[src/rtl/router_pkg.sv]
`default_nettype none
// +-----------------------------------------------------------------------+
// | router_pkg : shared router types and constants                        |
// | Rev 1.0 : initial release                                             |
// +-----------------------------------------------------------------------+
package router_pkg;

  localparam int NUM_OF_PORTS = 5;
  localparam int ARB_CNT_W    = 16;

  typedef enum logic [0:0] {
    ARB_IDLE   = 1'b0,
    ARB_LOCKED = 1'b1
  } arb_state_t;

endpackage
`default_nettype wire

[src/rtl/rr_priority_picker.sv]
`default_nettype none
// +-----------------------------------------------------------------------+
// | rr_priority_picker : round-robin first-set search from a pointer      |
// | Rev 1.0 : initial release                                             |
// +-----------------------------------------------------------------------+
module rr_priority_picker #(
  parameter int NUM_REQ = 5,
  parameter int IDX_W   = 3
) (
  input  logic [NUM_REQ-1:0] i_req,
  input  logic [IDX_W-1:0]   i_ptr,
  output logic               o_found,
  output logic [IDX_W-1:0]   o_idx,
  output logic [NUM_REQ-1:0] o_onehot
);

  localparam int C_DBL_W = $clog2(2 * NUM_REQ);

  logic [2*NUM_REQ-1:0] w_dbl;
  logic [2*NUM_REQ-1:0] w_masked;
  logic [C_DBL_W-1:0]   w_pos;

  // Upper copy supplies the wrapped-around candidates below the pointer.
  assign w_dbl = {i_req, i_req};

  for (genvar gi = 0; gi < 2 * NUM_REQ; gi++) begin : g_mask
    assign w_masked[gi] = w_dbl[gi] & (gi >= int'(i_ptr));
  end

  always_comb begin
    o_found = 1'b0;
    w_pos   = '0;
    for (int i = 2 * NUM_REQ - 1; i >= 0; i--) begin
      if (w_masked[i]) begin
        o_found = 1'b1;
        w_pos   = C_DBL_W'(i);
      end
    end
  end

  assign o_idx    = (w_pos >= C_DBL_W'(NUM_REQ)) ? IDX_W'(w_pos - C_DBL_W'(NUM_REQ))
                                                 : IDX_W'(w_pos);
  assign o_onehot = NUM_REQ'(1) << o_idx;

endmodule
`default_nettype wire

[src/rtl/router_output_arbiter.sv]
`default_nettype none
// +-----------------------------------------------------------------------+
// | router_output_arbiter : round-robin wormhole arbiter for one output   |
// | Rev 1.0 : initial release                                             |
// +-----------------------------------------------------------------------+
module router_output_arbiter
  import router_pkg::*;
#(
  parameter int NUM_REQ = NUM_OF_PORTS,
  parameter int CNT_W   = ARB_CNT_W,
  parameter int IDX_W   = (NUM_REQ > 1) ? $clog2(NUM_REQ) : 1
) (
  input  logic               clk,
  input  logic               reset,
  input  logic [NUM_REQ-1:0] i_req,
  input  logic [NUM_REQ-1:0] i_head,
  input  logic [NUM_REQ-1:0] i_tail,
  input  logic               i_on_off,
  output logic [NUM_REQ-1:0] o_grant,
  output logic [IDX_W-1:0]   o_owner,
  output logic               o_busy,
  output logic               o_fire,
  output logic [CNT_W-1:0]   o_pkt_count,
  output logic               o_proto_err
);

  arb_state_t         r_state;
  logic [IDX_W-1:0]   r_ptr;
  logic [IDX_W-1:0]   r_owner;
  logic [NUM_REQ-1:0] r_grant;
  logic               r_busy;
  logic               r_first_flit;
  logic [CNT_W-1:0]   r_pkt_count;
  logic               r_proto_err;

  logic               w_found;
  logic [IDX_W-1:0]   w_win_idx;
  logic [NUM_REQ-1:0] w_win_onehot;
  logic               w_fire;
  logic               w_err_idle;
  logic               w_err_locked;
  logic [IDX_W-1:0]   w_next_ptr;

  rr_priority_picker #(
    .NUM_REQ (NUM_REQ),
    .IDX_W   (IDX_W)
  ) u_picker (
    .i_req    (i_req & i_head),
    .i_ptr    (r_ptr),
    .o_found  (w_found),
    .o_idx    (w_win_idx),
    .o_onehot (w_win_onehot)
  );

  assign w_fire       = (r_state == ARB_LOCKED) & i_req[r_owner] & i_on_off;
  assign w_err_idle   = (r_state == ARB_IDLE) & (|(i_req & ~i_head));
  // A head flit is only legal as the first flit of the locked packet.
  assign w_err_locked = w_fire & i_head[r_owner] & ~r_first_flit;
  assign w_next_ptr   = (r_owner == IDX_W'(NUM_REQ - 1)) ? '0 : r_owner + 1'b1;

  always_ff @(posedge clk or posedge reset) begin
    if (reset) begin
      r_state      <= ARB_IDLE;
      r_ptr        <= '0;
      r_owner      <= '0;
      r_grant      <= '0;
      r_busy       <= 1'b0;
      r_first_flit <= 1'b0;
      r_pkt_count  <= '0;
      r_proto_err  <= 1'b0;
    end else begin
      if (w_err_idle | w_err_locked) begin
        r_proto_err <= 1'b1;
      end
      case (r_state)
        ARB_IDLE: begin
          if (w_found) begin
            r_state      <= ARB_LOCKED;
            r_owner      <= w_win_idx;
            r_grant      <= w_win_onehot;
            r_busy       <= 1'b1;
            r_first_flit <= 1'b1;
          end
        end
        ARB_LOCKED: begin
          if (w_fire) begin
            r_first_flit <= 1'b0;
            if (i_tail[r_owner]) begin
              r_state <= ARB_IDLE;
              r_owner <= '0;
              r_grant <= '0;
              r_busy  <= 1'b0;
              r_ptr   <= w_next_ptr;
              if (r_pkt_count != {CNT_W{1'b1}}) begin
                r_pkt_count <= r_pkt_count + 1'b1;
              end
            end
          end
        end
        default: r_state <= ARB_IDLE;
      endcase
    end
  end

  assign o_grant     = r_grant;
  assign o_owner     = r_owner;
  assign o_busy      = r_busy;
  assign o_fire      = w_fire;
  assign o_pkt_count = r_pkt_count;
  assign o_proto_err = r_proto_err;

endmodule
`default_nettype wire
[config.mk]
export PLATFORM = sky130hd
export DESIGN_NAME = router_output_arbiter
export DESIGN_NICKNAME = d
export VERILOG_FILES = /design/src/rtl/router_pkg.sv /design/src/rtl/rr_priority_picker.sv /design/src/rtl/router_output_arbiter.sv
export SDC_FILE = /design/constraint.sdc
export NUM_CORES = 1
export LEC_CHECK = 0
export ABC_AREA = 1
export CAP_MARGIN = 15
export CELL_PAD_IN_SITES_DETAIL_PLACEMENT = 1
export CELL_PAD_IN_SITES_GLOBAL_PLACEMENT = 1
export CORE_UTILIZATION = 37
export CTS_BUF_LIST = sky130_fd_sc_hd__clkbuf_8
export CTS_CLUSTER_DIAMETER = 200
export DETAILED_ROUTE_END_ITERATION = 8
export PLACE_DENSITY_LB_ADDON = 0.1
export SYNTH_ARGS = -nofsm -noshare
export SYNTH_HDL_FRONTEND = slang
export SYNTH_HIERARCHICAL = 1
export SYNTH_SLANG_ARGS = --single-unit
[constraint.sdc]
create_clock -name clk -period 2.9 [get_ports clk]
set_clock_uncertainty 0.1 [all_clocks]
set_input_delay 0.58 -clock clk [delete_from_list [all_inputs] [get_ports clk]]
set_output_delay 0.58 -clock clk [all_outputs]
set_load 0.005 [all_outputs]
# Word-level counts from Yosys, hierarchy flattened
# Index checks and enable logic that the tools add are counted.
word_totals:
  regBits: 31
  input_bits: 18
  out_inout_bits: 27
  elab_cells: 95
op_classes:
  add_sub_neg: 3
  magnitude_cmp: 9
  eq_ne: 5
  shifts: 1
  mux: 46
  bitwise: 18
  n_reduce_logical: 5
ops:
  columns: ["cell", "n"]
  rows:
  - ["$mux W4", 10]
  - ["$mux W1", 20]
  - ["$add A16 B1 Y16 const B", 1]
  - ["$ne A16 B16 Y1 const B", 1]
  - ["$mux W3", 5]
  - ["$mux W5", 3]
  - ["$and A1 B1 Y1", 12]
  - ["$and A5 B5 Y5", 2]
  - ["$pmux W5 S2", 1]
  - ["$bmux W1 S3", 3]
  - ["$ge A3 B3 Y1 const A", 3]
  - ["$ge A1 B3 Y1 const A", 2]
  - ["$ge A2 B3 Y1 const A", 2]
  - ["$ne A2 B1 Y1 const B", 3]
  - ["$pmux W1 S2", 3]
  - ["$pmux W3 S2", 1]
  - ["$reduce_and A3 Y1", 2]
  - ["$not A5 Y5", 1]
  - ["$reduce_or A5 Y1", 1]
  - ["$shl A1 B3 Y5 const A", 1]
  - ["$ge A4 B3 Y1 const B", 1]
  - ["$lt A3 B4 Y1 const B", 1]
  - ["$reduce_and A4 Y1", 1]
  - ["$add A3 B1 Y3 const B", 1]
  - ["other kinds (5)", 6]

# Depth between registers and ports, before layout
# Gate-level depths: netlist (run 1).
depth:
  word_depth: 16
  ltp_mapped: 22
  depth_no_buf: 22

# Modules after synthesis
# The synthesis (run 1) kept the hierarchy.
by_module_without_submodules:
  columns: ["mod", "n_inst", "cells_per_inst", "area_each_um2", "seq_area_each_um2"]
  rows:
  - ["router_output_arbiter", 1, 286, 1931.9, 775.7]
  - ["rr_priority_picker", 1, 70, 344.1, 0.0]

# Worst setup path before layout (run 1)
# OpenSTA, ideal clock, no wires.
synth_timing:
  path_type: "input to register"
  start: "input port i_head[2]"
  end: "register r_grant[0], in the netlist o_grant[0]"
  setup_ns: 0.118
  arrival_time_ns: 2.053
  required_time_ns: 2.682
  path_slack_ns: 0.629
  path_stages: 21
  n_path_buf: 0
  cell_sequence: "nand2_1 > inv_1 > inv_1 > nand2_1 > nand2_1 > nand2_1 > nand2_1 > nand2_1 > nand2_1 > nand2_1 > nand2_1 > ha_1 > nand3b_2 > nand2_1 > inv_2 > nand2_1 > nand2_1 > nand2_2 > nor2_1 > nand2_1 > nand2_1"
synth_via:
  elab_chain_cells: 14
  word_cells_on_any_way: 26
  classes_between: "add/sub: 1; order compare: 1; eq/ne: 1; shift: 1; mux: 19; bitwise: 2; reduce/logical: 1"
synth_lines:
  columns: ["item", "line", "rtl"]
  rows:
  - ["start: declaration", "router_output_arbiter.sv:16", "input logic [NUM_REQ-1:0] i_head,"]
  - ["$and A5 B5 Y5 *", "router_output_arbiter.sv:48", ".i_req (i_req & i_head),"]
  - ["$mux W4 (5 in series)", "rr_priority_picker.sv:34", "if (w_masked[i]) begin"]
  - ["$mux W4 * (3 in series)", "rr_priority_picker.sv:34", null]
  - ["$ge A4 B3 Y1 / $sub A3 B3 Y3 (equally long branches)", "rr_priority_picker.sv:41", "assign o_idx = (w_pos >= C_DBL_W'(NUM_REQ)) ? IDX_W'(w_pos - C_DBL_W'(NUM_REQ))"]
  - ["$mux W3 *", "rr_priority_picker.sv:41", null]
  - ["net w_win_idx[1]", "router_output_arbiter.sv:37", "logic [IDX_W-1:0] w_win_idx;"]
  - ["$shl A1 B3 Y5 *", "rr_priority_picker.sv:43", "assign o_onehot = NUM_REQ'(1) << o_idx;"]
  - ["net w_win_onehot[0]", "router_output_arbiter.sv:38", "logic [NUM_REQ-1:0] w_win_onehot;"]
  - ["$mux W5 *", "router_output_arbiter.sv:77", "if (w_found) begin"]
  - ["$pmux W5 S2 *", "router_output_arbiter.sv:75", "case (r_state)"]
  - ["end signal: assignment", "router_output_arbiter.sv:80", "r_grant <= w_win_onehot;"]
  - ["end: declaration", "router_output_arbiter.sv:30", "logic [NUM_REQ-1:0] r_grant;"]
# Mark *: on every way through the listed nets, which the timed path passes. The rest lies on a longest branch. The select of a mux whose other input is x is not followed.
# A chain may end at the register's enable or synchronous reset.

# Worst setup path in the final report (run 1)
layout_timing:
  start: "input port i_req[2]"
  end: "output port o_fire"
layout_via:
  elab_chain_cells: 4
layout_lines:
  columns: ["item", "line", "rtl"]
  rows:
  - ["start: declaration", "router_output_arbiter.sv:15", "input logic [NUM_REQ-1:0] i_req,"]
  - ["$bmux W1 S3", "router_output_arbiter.sv:55", "assign w_fire = (r_state == ARB_LOCKED) & i_req[r_owner] & i_on_off;"]
  - ["$mux W1 (not written as such)", "router_output_arbiter.sv:55", null]
  - ["$and A1 B1 Y1 (2 in series)", "router_output_arbiter.sv:55", null]
  - ["end: declaration", "router_output_arbiter.sv:22", "output logic o_fire,"]
# No other way between the ends. The select of a mux whose other input is x is not followed.

==> results.yml, run 1 <==
hold_path:
  holdPathStages: 2
  hp-start: "o_proto_err"
  holdPathEnd: "o_proto_err"
  hp-class: "flop to flop"
die:
  die_w_um: 80.43
  fp.dieH_um: 80.43
  initial_utilization_pct: 38.44
  die-area_um2: 6469
  io_pins: 45
  core-area_um2: 5921
  rows: 28
logic_synthesis:
  ys_warn_count: 6
  synthTopCellsByArea: "dfrtp_1 34%, nand2_1 25%, nand3_1 11%, inv_1 5.8%, nor2_1 3.8%"
  ys_seq_elements: 31
  synth_cell_types: 27
  synth_nets: 378
  synth_top_area_share_pct: 34.08
  ys_seq_area_share_pct: 34.08
  mappedNetlistArea_um2: 2276
  syn_inst: 356
  yosysTopAreaCell: "dfrtp_1"
  syn_area_per_cell_um2: 6.393
clock_tree:
  post_cts_buffers: 0
  cts_sinks: 31
  cts_hold_buf: 0
  root_buffer: "clkbuf_8"
  cts_buffers: 5
  ctsResizeCount: 0
  clock_tree.buffer_depth: 2
  tritoncts: "built"
  clkTransAtPathRegs_ns: 0.06
  htreeDepth: 2
  clkLatencyLatePin_ns: 0.28
final_layout:
  fin_area_um2: 2929
  nets: 432
  mostFrequentLayoutCells: "146 x nand2_1, 48 x nand3_1, 43 x clkdlybuf4s50_1, 34 x inv_1, 31 x dfrtp_1"
  area.sequential_um2: 775.7
  fin_util_pct: 49.47
  fillerInstances: 806
  multi_input_area_um2: 1300
  drive_gt1_share_pct: 11.74
  syn_to_final_growth_pct: 28.70
  diodes: 0
  final_common_cell: "nand2_1"
global_route:
  grt_max_degree: 32
  grt_antenna_before_repair: 0
  grt_use_total_pct: 21.46
  grt_pass1_vias: 2391
  grt_pass1_wl_um: 10870
  overflow: 0
critical_path:
  r2r_setup_slack_ns: 0.63
  ff2ff_path_depth: 9
  crit_type: "primary input to primary output"
  path_cells: "clkdlybuf4s50_1 -> buf_4 -> nand2_1 -> nand3_1 -> nand2_1 -> a21oi_2 -> clkdlybuf4s50_1"
  crit_path_top_delay_cell: "clkdlybuf4s50_1"
  cp-end-kind: "primary output"
  cp-start-kind: "primary input"
  crit_required_ns: 2.22
  path_max_fanout: 2
  max_stage_delay_ns: 0.52
  r2r-end: "o_pkt_count[8]"
  cp.arrival_ns: 2.10
  rr_startpoint: "o_owner[0]"
pwr:
  p_switching_mw: 0.9893
  sequentialPowerShare_pct: 32.1
  p_sw_share_pct: 45.49
  clkPwrFrac_pct: 14.2
  ir_drop_mv: 0.4035
  combPwrFrac_pct: 53.7
  power.density_nw_per_um2: 742.6
  p_int_mw: 1.186
  leakagePower_nw: 1.522
route:
  route.met2.wl_um: 2826
  top_layer: "met4"
  drc: 0
  firstDrtPassIters: 4
  vias: 2370
  antenna_left: 0
  wl_um: 6345
  drtIter0Drc: 74
  avgViaCountPerCell: 4.897
  drt-met1-wl_um: 3258
  detail_route.wl_per_cell_um: 13.11
  wl_met3_um: 243
timing:
  fin_crit_ns: 2.779
  final-setup-viol-count: 0
  fin_crit_sh_pct: 95.81
  hold_viol: 0
  max_freq_ghz: 0.3599
  relSlewSlack_pct: 71.74
  tightest_slew_ns: 0.4238
  slew_violations: 0
  rsz0062_at_grt: "no"
placement:
  placed_area_um2: 2833
  dpl.hpwl_um: 4850
  gp_congestion: 0.8157
  io_buffers: 44
outcome:
  status: "finished, final reports clean"
job:
  drv_cap: 0
-- metal layers --
metal,up-vias,GRT usage [%]
met1,1108,29.53
met5,-,0
li1,1221,-
met3,4,4.545
met2,37,35.17
met4,0,2.679
-- power groups by stage --
| stage | clock, mW | combinational, mW | sequential [mW] |
|---|---|---|---|
| 6_report | 0.310 | 1.17 | 0.697 |
| 5_1_grt | 0.341 | 1.33 | 0.720 |
| 4_1_cts | 0.321 | 1.16 | 0.699 |
| 3_5_place_dp | 0 | 1.16 | 0.702 |
| 3_3_place_gp | 0 | 1.13 | 0.703 |
| 2_1_floorplan | 0 | 0.791 | 0.651 |
-- critical path: cells and delay by family --
family,cells,cell delay [ns]
simple gates,3,0.23
compound gates,1,0.18
buf+inv,3,1.10
-- cell type report --
class,count,area share (%)
flip-flops and latches,31,26.48
inverters,43,5.510
clock inverters,1,0.1282
clock buffers,5,2.349
well taps,75,3.204
multi-input cells,274,44.38
repair buffers,55,17.94
-- cells in the mapped netlist (all sizes together) --
master,count
o21ai,8
xnor2,5
inv,42
nand3,51
dfrtp,31
ha,4
nand2,158
a21oi,4
clkinv,1
nand3b,3
clkbuf,1
nor2,28
xor2,3
nor3,1
o22ai,2
nand4,7
buf,7
-- stage by stage --
stage / hold WS, ns / TNS [ns] / setup WS (ns) / instances / total power, mW
4_1_cts: 0.3755 / 0 / 0.1078 / 484 / 2.184
5_1_grt: 0.4263 / 0 / 0.006315 / 484 / 2.391
6_report: 0.3666 / 0 / 0.1214 / 484 / 2.175
3_3_place_gp: 0.3472 / -0.008800 / -0.007702 / 478 / 1.831
2_1_floorplan: 0.3427 / 0 / 0.6287 / 356 / 1.442
3_5_place_dp: 0.3601 / -0.4763 / -0.1267 / 478 / 1.864
-- how the worst max path moves through the flow --
stage                    from    endpoint  slack, ns  cells past startpoint
finish               i_req[2]      o_fire       0.12                      7
global route         i_req[3]  o_grant[0]      0.006                     23
CTS                  i_req[2]      o_fire       0.11                      7
detailed placement  i_head[2]  o_grant[2]      -0.13                     21
global placement    i_head[2]  o_grant[0]     -0.008                     22
floorplan           i_head[2]  o_grant[0]       0.63                     21
-- state kept, by name (all words and copies together), names as in the netlist --
name / count
r_ptr: 3
o_pkt_count: 16
r_state: 1
o_busy: 1
r_first_flit: 1
o_owner: 3
o_proto_err: 1
o_grant: 5
-- kinds of logic (layout without fill, tap and decap cells) --
family	Yosys count	count (layout)	synth area share, %
adders and majority gates	4	4	2.199
and+or+nand+nor	248	248	47.55
DFF	31	31	34.08
AOI/OAI and AO/OA	14	14	3.353
xor gates and xnor gates	8	8	3.079
buffers and inverters	51	104	9.731
(Power assumes the default switching activity.)
==> run 2, diff against run 1 <==
--- a/config.mk
+++ b/config.mk
@@ -13,6 +13,7 @@
 export CTS_BUF_LIST = sky130_fd_sc_hd__clkbuf_8
 export CTS_CLUSTER_DIAMETER = 200
 export DETAILED_ROUTE_END_ITERATION = 8
+export GPL_TIMING_DRIVEN = 0
 export PLACE_DENSITY_LB_ADDON = 0.1
 export SYNTH_ARGS = -nofsm -noshare
 export SYNTH_HDL_FRONTEND = slang
==> results.yml, run 2 (same netlist as run 1, synthesis figures left out) <==
die:
  die_w_um: 80.43
  rows: 28
  core-area_um2: 5921
  fp.dieH_um: 80.43
  initial_utilization_pct: 38.44
  io_pins: 45
  die-area_um2: 6469
final_layout:
  largest_reg_flops: 16
  fin_util_pct: 50.70
  syn_to_final_growth_pct: 31.89
  multi_input_area_um2: 1305
  fillerInstances: 773
  area.sequential_um2: 775.7
  drive_gt1_share_pct: 12.20
  final_common_cell: "nand2_1"
  nets: 431
  mostFrequentLayoutCells: "145 x nand2_1, 49 x nand3_1, 39 x clkdlybuf4s50_1, 32 x inv_1, 31 x dfrtp_1"
  diodes: 0
hold_path:
  holdPathEnd: "o_proto_err"
  holdPathStages: 2
  hp-class: "flop to flop"
  hp-start: "o_proto_err"
clock_tree:
  clock_tree.buffer_depth: 2
  cts_sinks: 31
  clkLatencyLatePin_ns: 0.29
  htreeDepth: 2
  cts_buffers: 5
  root_buffer: "clkbuf_8"
  clkTransAtPathRegs_ns: 0.06
  tritoncts: "built"
timing:
  relSlewSlack_pct: 50.29
  fin_crit_ns: 2.810
  hold_viol: 0
  slew_violations: 0
  tightest_slew_ns: 0.7449
  max_freq_ghz: 0.3559
  fin_tns_setup_ns: 0
  fin_crit_sh_pct: 96.90
  final-setup-viol-count: 0
pwr:
  ir_drop_mv: 0.4024
  power.density_nw_per_um2: 782.4
  leakagePower_nw: 1.577
  power.total_mw: 2.348
placement:
  gp_congestion: 0.8676
  dpl.hpwl_um: 4912
  io_buffers: 44
critical_path:
  crit_type: "primary input to primary output"
  ff2ff_path_depth: 17
  cpMostUsedCell: "clkdlybuf4s50_1"
  crit_required_ns: 2.22
  cp.arrival_ns: 2.13
  crit_path_top_delay_cell: "clkdlybuf4s50_1"
  cp-start-kind: "primary input"
  r2r_setup_slack_ns: 0.68
  cp-end-kind: "primary output"
  path_max_fanout: 3
  max_stage_delay_ns: 0.51
  path_cells: "clkdlybuf4s50_1 -> nand2_1 -> nand3_1 -> nand2_2 -> a21oi_4 -> buf_6 -> clkdlybuf4s50_1"
  rr_startpoint: "r_ptr[2]"
  r2r-end: "o_grant[0]"
route:
  antenna_left: 0
  drc: 0
  firstDrtPassIters: 4
  vias: 2376
  wl_um: 6373
  avgViaCountPerCell: 4.899
  detail_route.wl_per_cell_um: 13.14
  drtIter0Drc: 62
global_route:
  overflow: 0
  grt_max_degree: 19
  grt_antenna_before_repair: 0
  grt_use_total_pct: 21.61
  grt_pass1_vias: 2327
  grt_pass1_wl_um: 10750
job:
  drv_cap: 0
outcome:
  status: "finished, final reports clean"
-- run 2: timing repair --
item / in CTS / in global routing
hold buffers: 0 / 0
pin swaps: 1 / 2
resized for setup: 0 / 14
setup endpoints to repair: 1 / 7
setup buffers: 2 / 0
cloned: 0 / 0
hold endpoints to repair: 0 / 0
-- run 2: cell type report --
class	count	share of cell area, %
buffer	7	1.751
clock buffer	6	2.751
clock inverter	2	1.167
inverter	43	5.377
multi-input combinational	274	43.48
sequential	31	25.84
tap	75	3.126
timing repair buffer	47	16.51
-- run 2: metal layers --
| layer | GRT usage [%] | vias up | routed length, µm |
|---|---|---|---|
| li1 | - | 1222 | - |
| met2 | 34.15 | 49 | 2837 |
| met5 | 0 | - | 0 |
| met3 | 5.000 | 2 | 308 |
| met4 | 3.750 | 0 | 3 |
| met1 | 30.10 | 1103 | 3224 |
-- run 2: power breakdown --
group / switching (mW) / internal, mW
sequential: 0.114 / 0.544
clock: 0.174 / 0.278
combinational: 0.729 / 0.509
total: 1.02 / 1.33
-- run 2: critical path: cells and delay by family --
kind	cells	cell delay [ns]
buffers and inverters	3	1.13
and+or+nand+nor	3	0.25
AOI/OAI and AO/OA	1	0.17
-- run 2: stage by stage --
| step | std cells | setup slack [ns] | cell area [µm²] | hold slack [ns] |
|---|---|---|---|---|
| 2_1_floorplan | 356 | 0.6287 | 2276 | 0.3427 |
| 3_3_place_gp | 475 | -0.1986 | 2810 | 0.3421 |
| 3_5_place_dp | 476 | -0.2030 | 2838 | 0.3503 |
| 4_1_cts | 485 | 0.01938 | 2963 | 0.3660 |
| 5_1_grt | 485 | -0.01197 | 3002 | 0.3837 |
| 6_report | 485 | 0.08983 | 3002 | 0.3611 |
-- run 2: how the worst max path moves through the flow --
stage                     cells past startpoint  startpoint  slack [ns]    endpoint
after floorplan                              21   i_head[2]        0.63  o_grant[0]
after global placement                        8    i_req[3]       -0.20      o_fire
after detailed placement                      8    i_req[3]       -0.20      o_fire
after CTS                                     7    i_req[3]        0.02      o_fire
after global routing                         23    i_req[3]       -0.01  o_grant[0]
final                                         7    i_req[1]        0.09      o_fire
==> run 3, diff against run 2 <==
--- a/config.mk
+++ b/config.mk
@@ -5,17 +5,16 @@
 export SDC_FILE = /design/constraint.sdc
 export NUM_CORES = 1
 export LEC_CHECK = 0
-export ABC_AREA = 1
 export CAP_MARGIN = 15
 export CELL_PAD_IN_SITES_DETAIL_PLACEMENT = 1
 export CELL_PAD_IN_SITES_GLOBAL_PLACEMENT = 1
-export CORE_UTILIZATION = 37
+export CORE_UTILIZATION = 47
 export CTS_BUF_LIST = sky130_fd_sc_hd__clkbuf_8
 export CTS_CLUSTER_DIAMETER = 200
 export DETAILED_ROUTE_END_ITERATION = 8
+export DONT_BUFFER_PORTS = 1
 export GPL_TIMING_DRIVEN = 0
 export PLACE_DENSITY_LB_ADDON = 0.1
 export SYNTH_ARGS = -nofsm -noshare
 export SYNTH_HDL_FRONTEND = slang
-export SYNTH_HIERARCHICAL = 1
 export SYNTH_SLANG_ARGS = --single-unit
==> results.yml, run 3 <==
route:
  detail_route.wl_per_cell_um: 19.22
  firstDrtPassIters: 4
  drtIter0Drc: 88
  avgViaCountPerCell: 6.368
  drc: 0
  vias: 1592
  wl_um: 4806
  antenna_left: 0
pwr:
  leakagePower_nw: 0.8973
  ir_drop_mv: 0.4627
  power.density_nw_per_um2: 870.3
critical_path:
  crit_type: "flop to flop"
  cp.arrival_ns: 2.76
  cp-start-kind: "flop"
  cp-end-kind: "flop"
  crit_required_ns: 2.96
  path_max_fanout: 7
clock_tree:
  clkLatencyLatePin_ns: 0.27
  ctsResizeCount: 0
  cts_hold_buf: 0
  tritoncts: "built"
  cts_buffers: 5
  cts_sinks: 31
  htreeDepth: 2
  clkTransAtPathRegs_ns: 0.06
  clock_tree.buffer_depth: 2
  root_buffer: "clkbuf_8"
  post_cts_buffers: 0
logic_synthesis:
  syn_area_per_cell_um2: 9.711
  ys_async_sr_fraction_pct: 100.0
  synth_cell_types: 47
  ys_seq_elements: 31
  ys_seq_area_share_pct: 41.39
  ys_warn_count: 0
  synthTopCellsByArea: "dfrtp_1 41%, xnor2_1 5.6%, nand3_1 3.5%, nand4_1 3.3%, and3_1 3.0%"
  synth_edf_count: 0
  synthFlopType: "dfrtp_1"
  synth_nets: 215
  yosysTopAreaCell: "dfrtp_1"
  yosysMostFrequentCell: "dfrtp_1"
  netlist_top_cells_count: "31 x dfrtp_1, 15 x nand2_1, 13 x nand3_1, 13 x nor2_1, 12 x xnor2_1"
  syn_inst: 193
  mappedNetlistArea_um2: 1874
  synth_top_area_share_pct: 41.39
final_layout:
  drive_gt1_share_pct: 8.911
  largest_reg_flops: 16
  mostFrequentLayoutCells: "31 x dfrtp_1, 15 x nand2_1, 13 x nor2_1, 13 x nand3_1"
  fillerInstances: 443
  syn_to_final_growth_pct: 9.012
  nets: 223
  finalNonFillerCells: 250
  fin_area_um2: 2043
  final_common_cell: "dfrtp_1"
  diodes: 0
timing:
  rsz0062_at_grt: "no"
  max_freq_ghz: 0.3714
  hold_ws_ns: 0.08825
  fin_crit_sh_pct: 92.84
  hold_viol: 0
  fin_tns_setup_ns: 0
  tightest_slew_ns: 0.5035
  relSlewSlack_pct: 65.99
  slew_violations: 0
  fin_crit_ns: 2.693
  final-setup-viol-count: 0
placement:
  gp_congestion: 0.8839
  placed_area_um2: 1934
  io_buffers: 0
  dpl.hpwl_um: 3619
  placed_cells: 241
die:
  die_w_um: 65.15
  die-area_um2: 4245
  rows: 22
  io_pins: 45
  core-area_um2: 3744
  fp.dieH_um: 65.15
  initial_utilization_pct: 50.07
global_route:
  grt_antenna_before_repair: 0
  grt_use_total_pct: 25.14
  grt_pass1_wl_um: 8052
  overflow: 0
  grt_pass1_vias: 1643
  grt_max_degree: 32
outcome:
  status: "finished, final reports clean"
hold_path:
  hp-class: "primary input to async pin"
job:
  drv_cap: 0
## run 3: where the power goes
| part | switching, mW | leakage, nW | internal, mW |
|---|---|---|---|
| clock network | 0.153 | 0.0505 | 0.161 |
| registers | 0.171 | 0.401 | 0.556 |
| logic | 0.428 | 0.446 | 0.310 |
## run 3: metal layers
| layer | up-vias | share of wire [%] | track usage (%) |
|---|---|---|---|
| met5 | - | 0 | 0 |
| met4 | 0 | 0.50 | 7.065 |
| met3 | 2 | 3.9 | 6.597 |
| met1 | 817 | 42 | 30.60 |
| met2 | 36 | 54 | 43.75 |
| li1 | 737 | - | - |
## run 3: final timing paths
check	from	end	slack, ns	cells past startpoint
worst max register to register	r_ptr[1]	o_grant[1]	0.21	9
max in group asynchronous	reset	o_pkt_count[5]	2.15	2
worst min-delay path	reset	o_pkt_count[15]	0.09	1
min in group clk	o_proto_err	o_proto_err	0.40	1
worst max-delay path	r_ptr[1]	o_grant[1]	0.21	9
worst min register to register	o_proto_err	o_proto_err	0.40	1
## run 3: layout make-up
type                       count  area, µm²  area share (%)
timing repair buffer           1      27.53           1.347
clock buffer                   5      68.82           3.368
tap                           48      60.06           2.939
inverter                      10      37.54           1.837
sequential                    31      775.7           37.97
multi-input combinational    148       1044           51.07
clock inverter                 3      12.51          0.6124
buffer                         4      17.52          0.8573
## run 3: cell families after synthesis
logic type | synth area share (%)
flip-flops | 41.39
multiplexers | 6.942
AND/OR/NAND/NOR | 22.50
adder cells (fa/ha/maj) | 2.670
XOR/XNOR | 6.542
buffers and inverters | 2.938
AO/OA/AOI/OAI | 17.02
## run 3: worst max-delay path: stages (launching register included)
cell     delay (ns)
dfrtp_1        0.45
o21ai_0        0.20
nand3_1        0.23
a31oi_1        0.23
a21o_1         0.24
inv_1          0.14
ha_1           0.37
a21oi_1        0.08
a311o_1        0.31
a22o_1         0.24
## run 3: through the flow
stage	util, %	setup slack [ns]	total power [mW]
finish	54.58	0.2075	1.778
global route	54.58	0.04502	1.917
CTS	53.84	0.2264	1.775
detailed placement	51.67	0.2077	1.457
global placement	51.67	0.2149	1.405
floorplan	-	0.4265	1.246
